[src/rtl/kb_event_scheduler.sv]
// Keyboard/mouse event scheduler: edge-captures events into two FIFOs, forwards them
// round-robin through a registered output slot, and rate-limits LED commands.
module kb_event_scheduler #(
  parameter int          DEPTH   = 4,
  parameter logic [15:0] LED_GAP = 16'd10600
) (
  input  logic        clk,
  input  logic        reset,
  input  logic        kb_data_avail,
  input  logic        kb_is_mouse,
  input  logic [15:0] kb_data,
  output logic        evt_valid,
  input  logic        evt_ready,
  output logic [15:0] evt_data,
  output logic        evt_is_mouse,
  input  logic        led_req,
  input  logic [1:0]  led_val,
  output logic        led_data_valid,
  output logic [1:0]  led_data,
  output logic        kb_ovf,
  output logic        ms_ovf,
  input  logic        ovf_clr
);
  localparam int            AW       = $clog2(DEPTH);
  localparam logic [AW-1:0] PTR_ONE  = AW'(1);
  localparam logic [AW:0]   CNT_ONE  = (AW+1)'(1);
  localparam logic [AW:0]   CNT_FULL = (AW+1)'(DEPTH);
  localparam int            KB       = 0;
  localparam int            MS       = 1;

  logic                avail_q, avail_d;
  logic [15:0]         mem_q [2][DEPTH];
  logic [1:0][AW-1:0]  wr_ptr_q, wr_ptr_d;
  logic [1:0][AW-1:0]  rd_ptr_q, rd_ptr_d;
  logic [1:0][AW:0]    cnt_q, cnt_d;
  logic [1:0]          push, pop, acc, drop, not_empty, full;
  logic [1:0][15:0]    head;
  logic                last_grant_q, last_grant_d;
  logic                evt_valid_q, evt_valid_d;
  logic [15:0]         evt_data_q, evt_data_d;
  logic                evt_is_mouse_q, evt_is_mouse_d;
  logic                kb_ovf_q, kb_ovf_d;
  logic                ms_ovf_q, ms_ovf_d;
  logic                led_pending_q, led_pending_d;
  logic [1:0]          led_pend_val_q, led_pend_val_d;
  logic [15:0]         gap_q, gap_d;
  logic                led_data_valid_q, led_data_valid_d;
  logic [1:0]          led_data_q, led_data_d;
  logic                capture, slot_load, grant_ms, led_issue;

  // NOTE: every variable gets a default at the top of the block with blocking
  // assignments, so no path leaves a value unassigned and no latch is inferred.
  always_comb begin
    avail_d = kb_data_avail;
    capture = kb_data_avail & ~avail_q;
    push    = {capture & kb_is_mouse, capture & ~kb_is_mouse};

    for (int i = 0; i < 2; i++) begin
      not_empty[i] = (cnt_q[i] != '0);
      full[i]      = (cnt_q[i] == CNT_FULL);
      head[i]      = mem_q[i][rd_ptr_q[i]];
    end

    // Mouse wins when it alone has data, or when both do and keyboard went last.
    slot_load = ~evt_valid_q | evt_ready;
    grant_ms  = not_empty[MS] & (~not_empty[KB] | ~last_grant_q);
    pop[KB]   = slot_load & not_empty[KB] & ~grant_ms;
    pop[MS]   = slot_load & grant_ms;

    evt_valid_d    = evt_valid_q;
    evt_data_d     = evt_data_q;
    evt_is_mouse_d = evt_is_mouse_q;
    last_grant_d   = last_grant_q;
    if (slot_load) begin
      evt_valid_d = |pop;
      if (|pop) begin
        evt_data_d     = head[grant_ms];
        evt_is_mouse_d = grant_ms;
        last_grant_d   = grant_ms;
      end
    end

    // A pop on the same edge frees the slot a full queue needs for the new entry.
    for (int i = 0; i < 2; i++) begin
      acc[i]      = push[i] & (~full[i] | pop[i]);
      drop[i]     = push[i] & full[i] & ~pop[i];
      wr_ptr_d[i] = acc[i] ? wr_ptr_q[i] + PTR_ONE : wr_ptr_q[i];
      rd_ptr_d[i] = pop[i] ? rd_ptr_q[i] + PTR_ONE : rd_ptr_q[i];
      cnt_d[i]    = cnt_q[i];
      if (acc[i] & ~pop[i]) begin
        cnt_d[i] = cnt_q[i] + CNT_ONE;
      end else if (~acc[i] & pop[i]) begin
        cnt_d[i] = cnt_q[i] - CNT_ONE;
      end
    end

    kb_ovf_d = (kb_ovf_q & ~ovf_clr) | drop[KB];
    ms_ovf_d = (ms_ovf_q & ~ovf_clr) | drop[MS];

    led_data_valid_d = 1'b0;
    led_data_d       = led_data_q;
    led_pending_d    = led_pending_q;
    led_pend_val_d   = led_pend_val_q;
    gap_d            = (gap_q != '0) ? gap_q - 16'd1 : gap_q;
    led_issue        = led_pending_q & (gap_q == '0) & ~kb_data_avail;
    if (led_issue) begin
      led_data_valid_d = 1'b1;
      led_data_d       = led_pend_val_q;
      led_pending_d    = 1'b0;
      gap_d            = LED_GAP - 16'd1;
    end
    // A request on the issue edge becomes the next pending command.
    if (led_req) begin
      led_pending_d  = 1'b1;
      led_pend_val_d = led_val;
    end
  end

  // NOTE: queue storage has no reset; pointers and counts alone decide which
  // entries are live, so stale contents are never observed.
  always_ff @(posedge clk) begin
    for (int i = 0; i < 2; i++) begin
      if (acc[i]) mem_q[i][wr_ptr_q[i]] <= kb_data;
    end
  end

  // NOTE: state registers use non-blocking assignments so every flop samples
  // the pre-edge values regardless of statement order.
  always_ff @(posedge clk or posedge reset) begin
    if (reset) begin
      avail_q          <= 1'b0;
      wr_ptr_q         <= '0;
      rd_ptr_q         <= '0;
      cnt_q            <= '0;
      last_grant_q     <= 1'b1;
      evt_valid_q      <= 1'b0;
      evt_data_q       <= '0;
      evt_is_mouse_q   <= 1'b0;
      kb_ovf_q         <= 1'b0;
      ms_ovf_q         <= 1'b0;
      led_pending_q    <= 1'b0;
      led_pend_val_q   <= 2'b00;
      gap_q            <= '0;
      led_data_valid_q <= 1'b0;
      led_data_q       <= 2'b00;
    end else begin
      avail_q          <= avail_d;
      wr_ptr_q         <= wr_ptr_d;
      rd_ptr_q         <= rd_ptr_d;
      cnt_q            <= cnt_d;
      last_grant_q     <= last_grant_d;
      evt_valid_q      <= evt_valid_d;
      evt_data_q       <= evt_data_d;
      evt_is_mouse_q   <= evt_is_mouse_d;
      kb_ovf_q         <= kb_ovf_d;
      ms_ovf_q         <= ms_ovf_d;
      led_pending_q    <= led_pending_d;
      led_pend_val_q   <= led_pend_val_d;
      gap_q            <= gap_d;
      led_data_valid_q <= led_data_valid_d;
      led_data_q       <= led_data_d;
    end
  end

  assign evt_valid      = evt_valid_q;
  assign evt_data       = evt_data_q;
  assign evt_is_mouse   = evt_is_mouse_q;
  assign kb_ovf         = kb_ovf_q;
  assign ms_ovf         = ms_ovf_q;
  assign led_data_valid = led_data_valid_q;
  assign led_data       = led_data_q;

endmodule

[config.mk]
export PLATFORM = sky130hd
export DESIGN_NAME = kb_event_scheduler
export DESIGN_NICKNAME = d
export VERILOG_FILES = /design/src/rtl/kb_event_scheduler.sv
export SDC_FILE = /design/constraint.sdc
export NUM_CORES = 1
export LEC_CHECK = 0
export ABC_AREA = 1
export CAP_MARGIN = 10
export CORE_UTILIZATION = 53
export CTS_CLUSTER_SIZE = 24
export DETAILED_ROUTE_END_ITERATION = 10
export MAX_ROUTING_LAYER = met4
export PLACE_DENSITY = 0.75
export SETUP_SLACK_MARGIN = 0.1
export SYNTH_ARGS = -nofsm -noshare
export SYNTH_HDL_FRONTEND = slang
export SYNTH_SLANG_ARGS = --single-unit
[constraint.sdc]
create_clock -name clk -period 2.1 [get_ports clk]
set_input_delay 0.42 -clock clk [delete_from_list [all_inputs] [get_ports clk]]
set_output_delay 0.42 -clock clk [all_outputs]
set_load 0.01 [all_outputs]
Yosys cells after proc, flatten, opt, wreduce, memory -nomap -nowiden
Memories as Yosys holds them, arrays and structs flattened.
Cells that the tools add are included.
{ "totals": {"regBits": 58, "output_inout_bits": 23, "mem_count": 1, "ramBits": 128} }
{ "memory_table": {"columns": ["name", "words", "width", "read_ports", "rd_ports_with_merged_regs", "wr", "line_no", "rtl"], "rows": [
  ["mem_q", 2, 64, 2, 0, 1, "32", "logic [15:0] mem_q [2][DEPTH];"]
]} }
{ "op_classes": {"n_lt_le_gt_ge": 7, "muxes": 28, "add_sub_neg": 9, "eq_ne": 2, "reduce_logical": 13, "n_bitwise": 45} }
{ "ops": {"columns": ["op", "n"], "rows": [
  ["64-bit 2-to-1 mux", 4],
  ["16-bit 2-to-1 mux", 10],
  ["16-bit binary-select mux with 2-bit select", 2],
  ["16-bit demux with 2-bit select", 2],
  ["64-bit OR reduction", 1],
  ["1-bit AND", 21],
  ["16-bit logical NOT", 1],
  ["16-bit nonzero test", 1],
  ["16-bit by 1-bit subtractor with 16-bit output (second input constant)", 1],
  ["1-bit inverter", 14],
  ["3-bit greater-or-equal comparator (second input constant)", 4],
  ["3-bit 2-to-1 mux", 4],
  ["2-bit inverter with 3-bit output", 4],
  ["2-bit by 1-bit adder with 2-bit output (second input constant)", 4],
  ["2-bit nonzero test", 4],
  ["3-bit by 1-bit adder with 3-bit output (second input constant)", 2],
  ["3-bit equality test (second input constant)", 2],
  ["3-bit by 1-bit < comparator with 1-bit output (second input constant)", 2],
  ["1-bit 2-to-1 mux", 6],
  ["1-bit OR", 6],
  ["3-bit nonzero test", 2],
  ["3-bit by 1-bit subtractor with 3-bit output (second input constant)", 2],
  ["1-bit logical AND", 2],
  ["1-bit by 2-bit < comparator with 1-bit output (second input constant)", 1],
  ["other kinds (2)", 2]
]} }

Depth between registers and ports, before layout
{ "depth": {"depth_word": 12, "ltp_mapped": 14} }

Worst setup path before layout
Ideal clock, no wire load.
{ "synth_timing": {"path_kind": "flip-flop to flip-flop", "from": "register cnt_q[3] (netlist name)", "to": "memory mem_q[0][0] (netlist name), enable pin", "setup_ns": 0.389, "period_less_slack_ns": 2.188, "setup_slack_ns": -0.088, "path_stages_with_launch": 8, "t_arrival_ns": 1.799, "required_time_ns": 1.711, "path_cell_list": "dfrtp_1 nor2_1 nand2_1 nand2_4 nand2_4 nand2_1 nand2_2 nor2_1"} }
{ "synth_via": {"elab_chain_len": 9, "word_cells_on_any_way": 18, "cone_classes": "eq/ne (1); mux (6); bitwise (9); reduce/logical (2)"} }
{ "synth_rtl": {"columns": ["item", "line_no", "rtl"], "rows": [
  ["start, declared", "35", "logic [1:0][AW:0] cnt_q, cnt_d;"],
  ["start signal, assigned", "150", "cnt_q <= cnt_d;"],
  ["3-bit nonzero test", "59", "not_empty[i] = (cnt_q[i] != '0);"],
  ["1-bit AND", "66", "grant_ms = not_empty[MS] & (~not_empty[KB] | ~last_grant_q);"],
  ["1-bit AND or 1-bit inverter (tied branches)", "68, 67", null],
  ["1-bit OR or 1-bit AND (tied branches)", "85, 67", null],
  ["1-bit AND or 1-bit OR (tied branches)", "85", "acc[i] = push[i] & (~full[i] | pop[i]);"],
  ["1-bit 2-to-1 mux or 1-bit AND (tied branches)", "123, 85", null],
  ["64-bit 2-to-1 mux (not written as such) or 1-bit 2-to-1 mux (tied branches)", "123", "if (acc[i]) mem_q[i][wr_ptr_q[i]] <= kb_data;"],
  ["64-bit OR reduction (no source line) or 64-bit 2-to-1 mux (tied branches)", null, null],
  ["1-bit 2-to-1 mux (no source line) or 64-bit 2-to-1 mux (tied branches)", null, null],
  ["end, declared", "32", null]
]} }
Parallel ways exist; a longest one is shown, timed or not.

Worst setup path in the final report
{ "layout_timing": {"from": "input evt_ready", "to": "register cnt_q[2] (netlist name)"} }
{ "layout_via": {"elab_chain_len": 8, "word_cells_on_any_way": 11, "cone_classes": "mux (1); bitwise (9); reduce/logical (1)"} }
{ "layout_rtl": {"columns": ["item", "line_no", "rtl"], "rows": [
  ["start, declared", "13", "input logic evt_ready,"],
  ["1-bit OR *", "65", "slot_load = ~evt_valid_q | evt_ready;"],
  ["1-bit AND * (2 in a row)", "67", "pop[KB] = slot_load & not_empty[KB] & ~grant_ms;"],
  ["1-bit OR *", "85", null],
  ["1-bit AND *", "85", null],
  ["net acc[0]", "36", "logic [1:0] push, pop, acc, drop, not_empty, full;"],
  ["1-bit inverter", "92", "end else if (~acc[i] & pop[i]) begin"],
  ["1-bit AND", "92", null],
  ["2-bit nonzero test (no source line)", null, null]
]} }
The timed path passes the listed nets; every way through them passes the cells marked *.
A chain may end at the register's enable or synchronous reset.

==> reports/results.md <==
| Group | Item | Value |
|---|---|---|
| clock tree | TritonCTS clock tree | done |
| floorplanning | Core region area | 14600 sq um |
| logic synthesis | Primary flip-flop cell chosen by synthesis mapping | sky130_fd_sc_hd__edfxtp_1 |
| place | Port-buffer cells | 47 |
| logic synthesis | Warnings from Yosys | 0 |
| logic synthesis | Area contributors post-synth | sky130_fd_sc_hd__edfxtp_1 (48%), sky130_fd_sc_hd__dfrtp_1 (18%), sky130_fd_sc_hd__nand2_1 (8.7%) |
| grt | Global-route congestion overflow total | 0 |
| clock tree | Number of buffers created by CTS | 17 |
| setup path | Largest driver fanout on the critical path | 3 |
| place | RD Place Congestion | 0.900 |
| setup path | Req. time, crit path | 2.42 ns |
| logic synthesis | Number of distinct standard cells referenced by the synthesized netlist | 34 |
| power | Worst ir drop on vdd | 0.815 mV |
| route | Average wire per cell in the routed design | 17.1 microns |
| place | HPWL reported at the end of detailed placement | 11400 microns |
| logic synthesis | Post-Syn Instances | 779 |
| timing | Final Hold Slack | 0.291 ns |
| grt | Combined global-route utilization of all metal layers | 25.3% |
| clock tree | Total number of clock tree sinks | 186 |
| timing | Actual slew at the worst max-slew pin | 0.869 ns |
| final layout | Layout cells sized above 1 | 14.6% |
| timing | Clock period minus worst slack | 2.10 ns |
| route | Total length of routed wires | 18400 microns |
| route | Number of nets with antenna violations after detailed routing | 0 |
| timing | Fmax | 476 MHz |
| final layout | Syn-to-layout area delta | 23.5% |
| final layout | Nets@finish | 918 |
| timing | Total Negative Setup Slacks | -0.000680 ns |
| grt | Number of global-route vias before repair | 5800 |
| timing | Number of hold violations in the final report | 0 |
| setup path | Worst setup EP type | register |
| clock tree | Count of hold-fix buffers inserted at cts | 0 |
| logic synthesis | Post-Syn Area | 7990 sq um |
| logic synthesis | Cell type with the highest aggregate area in the netlist | sky130_fd_sc_hd__edfxtp_1 |
| grt | Antenna violations before repair | 0 |
| timing | Unrepaired setup endpoints after global routing | yes |
| route | Total number of vias | 5830 |
| floorplanning | Number of rows in the core area | 44 |
| worst hold path | Min-delay worst type | input port to async pin |
| floorplanning | Vert. Die Dim | 125 microns |
| timing | Final worst slack | -0.000680 ns |
| floorplanning | Width of the die | 125 microns |
| grt | Global-route wire length before repair | 29000 microns |
| route | Total DRC errors in the routed layout | 11 |
| setup path | Delay of the slowest cell on the worst path | 0.46 ns |
| timing | Worst slew margin relative to its limit | 42.0% |
| route | Post-detailed-route via-to-cell ratio | 5.42 |
| logic synthesis | Post-synth EDFFs | 128 |
| logic synthesis | Share of async-settable or async-resettable flops after synthesis | 31.2% |
| clock tree | Total number of H-tree levels | 4 |
| flow run | Max-cap viol count | 0 |
| setup path | Highest-delay cell along the critical path | sky130_fd_sc_hd__clkdlybuf4s50_1 |
| logic synthesis | Net count after synthesis | 818 |
| setup path | Critical Setup Path Class | input port to register |
| clock tree | Bufs on Longest Clock Path | 2 |
| power | Leakage component of the power | 0.00404 uW |
| floorplanning | Starting density of the core | 54.6% |
| logic synthesis | Part of the Yosys area used for sequential elements | 66.3% |
| final layout | Post-route core utilization | 67.4% |
| timing | Post-route fraction of the period consumed by the critical path | 100% |
| logic synthesis | Area fraction of the dominant cell type after synthesis | 48.1% |
| place | Worst setup slack before clock tree synthesis | -0.654 ns |
| clock tree | Cell at the root of the clock tree | sky130_fd_sc_hd__clkbuf_16 |
| outcome | Run status | finished with violations |
| floorplanning | Die outline area | 15600 sq um |
| logic synthesis | Per-instance average area after synthesis | 10.3 sq um |
| outcome | Failing checks | design-rule violations, negative setup slack |
| setup path | Cells traversed along the worst timing path | clkdlybuf4s50_1 > nor2_1 > a21oi_2 > nand2_4 > nand2_4 > nand2_4 > inv_4 > ha_4 > inv_4 > fa_2 > a21oi_2 > o21ai_2 > xor2_1 |
| logic synthesis | Number of synthesized register bits | 186 |
| power | Power after layout | 13500 uW |
| grt | Maximum number of pins on one net before global-route repair | 41 |
| timing | Number of max-slew violations in the final report | 0 |
| clock tree | Insertion delay to the later sink of the worst-skew pair | 0.44 ns |
| route | Number of DRC markers after the initial detailed-route iteration | 572 |
| clock tree | Clock slew at the register clock pins of the worst setup and hold paths | 0.07 ns |
| setup path | Arrival @ worst endpoint | 2.42 ns |
| timing | Number of setup violations in the final report | 1 |
| setup path | Sort of element at the start of the critical path | input port |
| power | Power per Cell Area | 1360 nW/um^2 |
| timing | Worst setup skew after layout | 0.00748 ns |
| setup path | Crit path top cell by count | sky130_fd_sc_hd__nand2_4 |
| route | Pre-antenna DRT Iters | 8 |
| floorplanning | Number of top-level design ports | 48 |
| final layout | Count of antenna diodes in the layout | 0 |
==> layout by cell type (no fill, tap or decap), types with 3 or more instances in the layout <==
master / n
sky130_fd_sc_hd__xnor2_1: 4
sky130_fd_sc_hd__inv_6: 4
sky130_fd_sc_hd__xor2_1: 7
sky130_fd_sc_hd__nand2_1: 182
sky130_fd_sc_hd__a21oi_1: 3
sky130_fd_sc_hd__o21ai_0: 73
sky130_fd_sc_hd__nor2_1: 176
sky130_fd_sc_hd__nand3_1: 26
sky130_fd_sc_hd__buf_6: 5
sky130_fd_sc_hd__ha_1: 10
sky130_fd_sc_hd__clkinv_2: 3
sky130_fd_sc_hd__buf_12: 7
sky130_fd_sc_hd__nand2_4: 7
sky130_fd_sc_hd__edfxtp_1: 128
sky130_fd_sc_hd__inv_2: 5
sky130_fd_sc_hd__clkbuf_16: 17
sky130_fd_sc_hd__buf_4: 47
sky130_fd_sc_hd__clkdlybuf4s50_1: 47
sky130_fd_sc_hd__dfrtp_1: 57
sky130_fd_sc_hd__inv_1: 37
sky130_fd_sc_hd__nor2_2: 5
sky130_fd_sc_hd__bufinv_16: 5
sky130_fd_sc_hd__inv_4: 4
==> sequential cells by signal (all words and copies together) (netlist names), 2 cells and up <==
name,count
wr_ptr_q,4
rd_ptr_q,4
gap_q,16
led_pend_val_q,2
evt_data,16
mem_q,128
led_data,2
cnt_q,6
==> routing by layer <==
| layer | share of wire (%) | global-route usage, % | vias to the layer above | wire, microns |
|---|---|---|---|---|
| met1 | 41 | 30.8 | 2833 | 7580 |
| met5 | 0 | - | - | 0 |
| met4 | 2.2 | 9.97 | 0 | 411 |
| met3 | 5.9 | 5.41 | 36 | 1090 |
| met2 | 51 | 41.6 | 210 | 9290 |
| li1 | - | - | 2751 | - |
==> cell families (layout without fill, tap and decap cells) <==
| kind of cell | Yosys count | count (layout) | share of synthesized area, % |
|---|---|---|---|
| simple gates | 411 | 411 | 20.7 |
| compound gates | 83 | 83 | 5.26 |
| fa+ha+maj | 14 | 14 | 2.38 |
| xor+xnor | 11 | 11 | 1.21 |
| mux | 2 | 2 | 0.282 |
| buf+inv | 72 | 185 | 3.91 |
| flops | 186 | 186 | 66.3 |
==> layout make-up <==
type                            instances  area [sq um]
Clock buffer                           17           425
Clock inverter                         15           219
Fill cell                            1052          4770
Inverter                               47           191
Multi-Input combinational cell        521          2490
Sequential cell                       186          5300
Tap cell                              184           230
Timing Repair Buffer                  106          1020
==> per-stage QoR <==
step | instances | cell area [sq um]
2_1_floorplan | 779 | 8030
3_3_place_gp | 1029 | 9020
3_5_place_dp | 1029 | 9020
4_1_cts | 1068 | 9780
5_1_grt | 1076 | 9880
6_report | 1076 | 9880
==> Yosys cell counts, types with 3 or more instances <==
cell	count
sky130_fd_sc_hd__nand2_4	3
sky130_fd_sc_hd__edfxtp_1	128
sky130_fd_sc_hd__buf_2	13
sky130_fd_sc_hd__ha_1	12
sky130_fd_sc_hd__inv_1	43
sky130_fd_sc_hd__nor2_1	177
sky130_fd_sc_hd__nor3_1	4
sky130_fd_sc_hd__dfrtp_1	57
sky130_fd_sc_hd__nand2_1	186
sky130_fd_sc_hd__clkbuf_1	7
sky130_fd_sc_hd__o21ai_0	74
sky130_fd_sc_hd__inv_2	3
sky130_fd_sc_hd__nor2_2	4
sky130_fd_sc_hd__xor2_1	7
sky130_fd_sc_hd__a21oi_1	5
sky130_fd_sc_hd__xnor2_1	4
sky130_fd_sc_hd__nand3_1	26
==> power by group <==
part           internal, uW  switching [uW]  leakage (uW)
registers              4440             239       0.00185
clock network          2110            1400      0.000311
logic                  2070            3190       0.00187
==> path summary, 6_finish.rpt <==
kind | from | end | slack [ns] | cells past startpoint
worst min-delay path | reset | cnt_q[2] | 0.29 | 2
worst min register to register | last_grant_q | last_grant_q | 0.48 | 2
worst max-delay path | evt_ready | cnt_q[2] | -0.0007 | 13
max in group asynchronous | reset | gap_q[3] | 1.25 | 3
min in group clk | last_grant_q | last_grant_q | 0.48 | 2
worst max register to register | cnt_q[3] | cnt_q[2] | -0.0007 | 13
==> what timing repair did <==
item,in CTS,in global routing
gates resized for setup,19,10
pin swaps,9,13
setup buffers,7,8
setup endpoints to repair,3,33
==> critical path: cells and delay by family <==
family | cells | cell delay, ns
compound gates | 3 | 0.48
buf+inv | 3 | 0.57
simple gates | 4 | 0.30
xor+xnor | 1 | 0.15
fa+ha+maj | 2 | 0.51
Note: power is estimated with default switching activity, not from simulation.
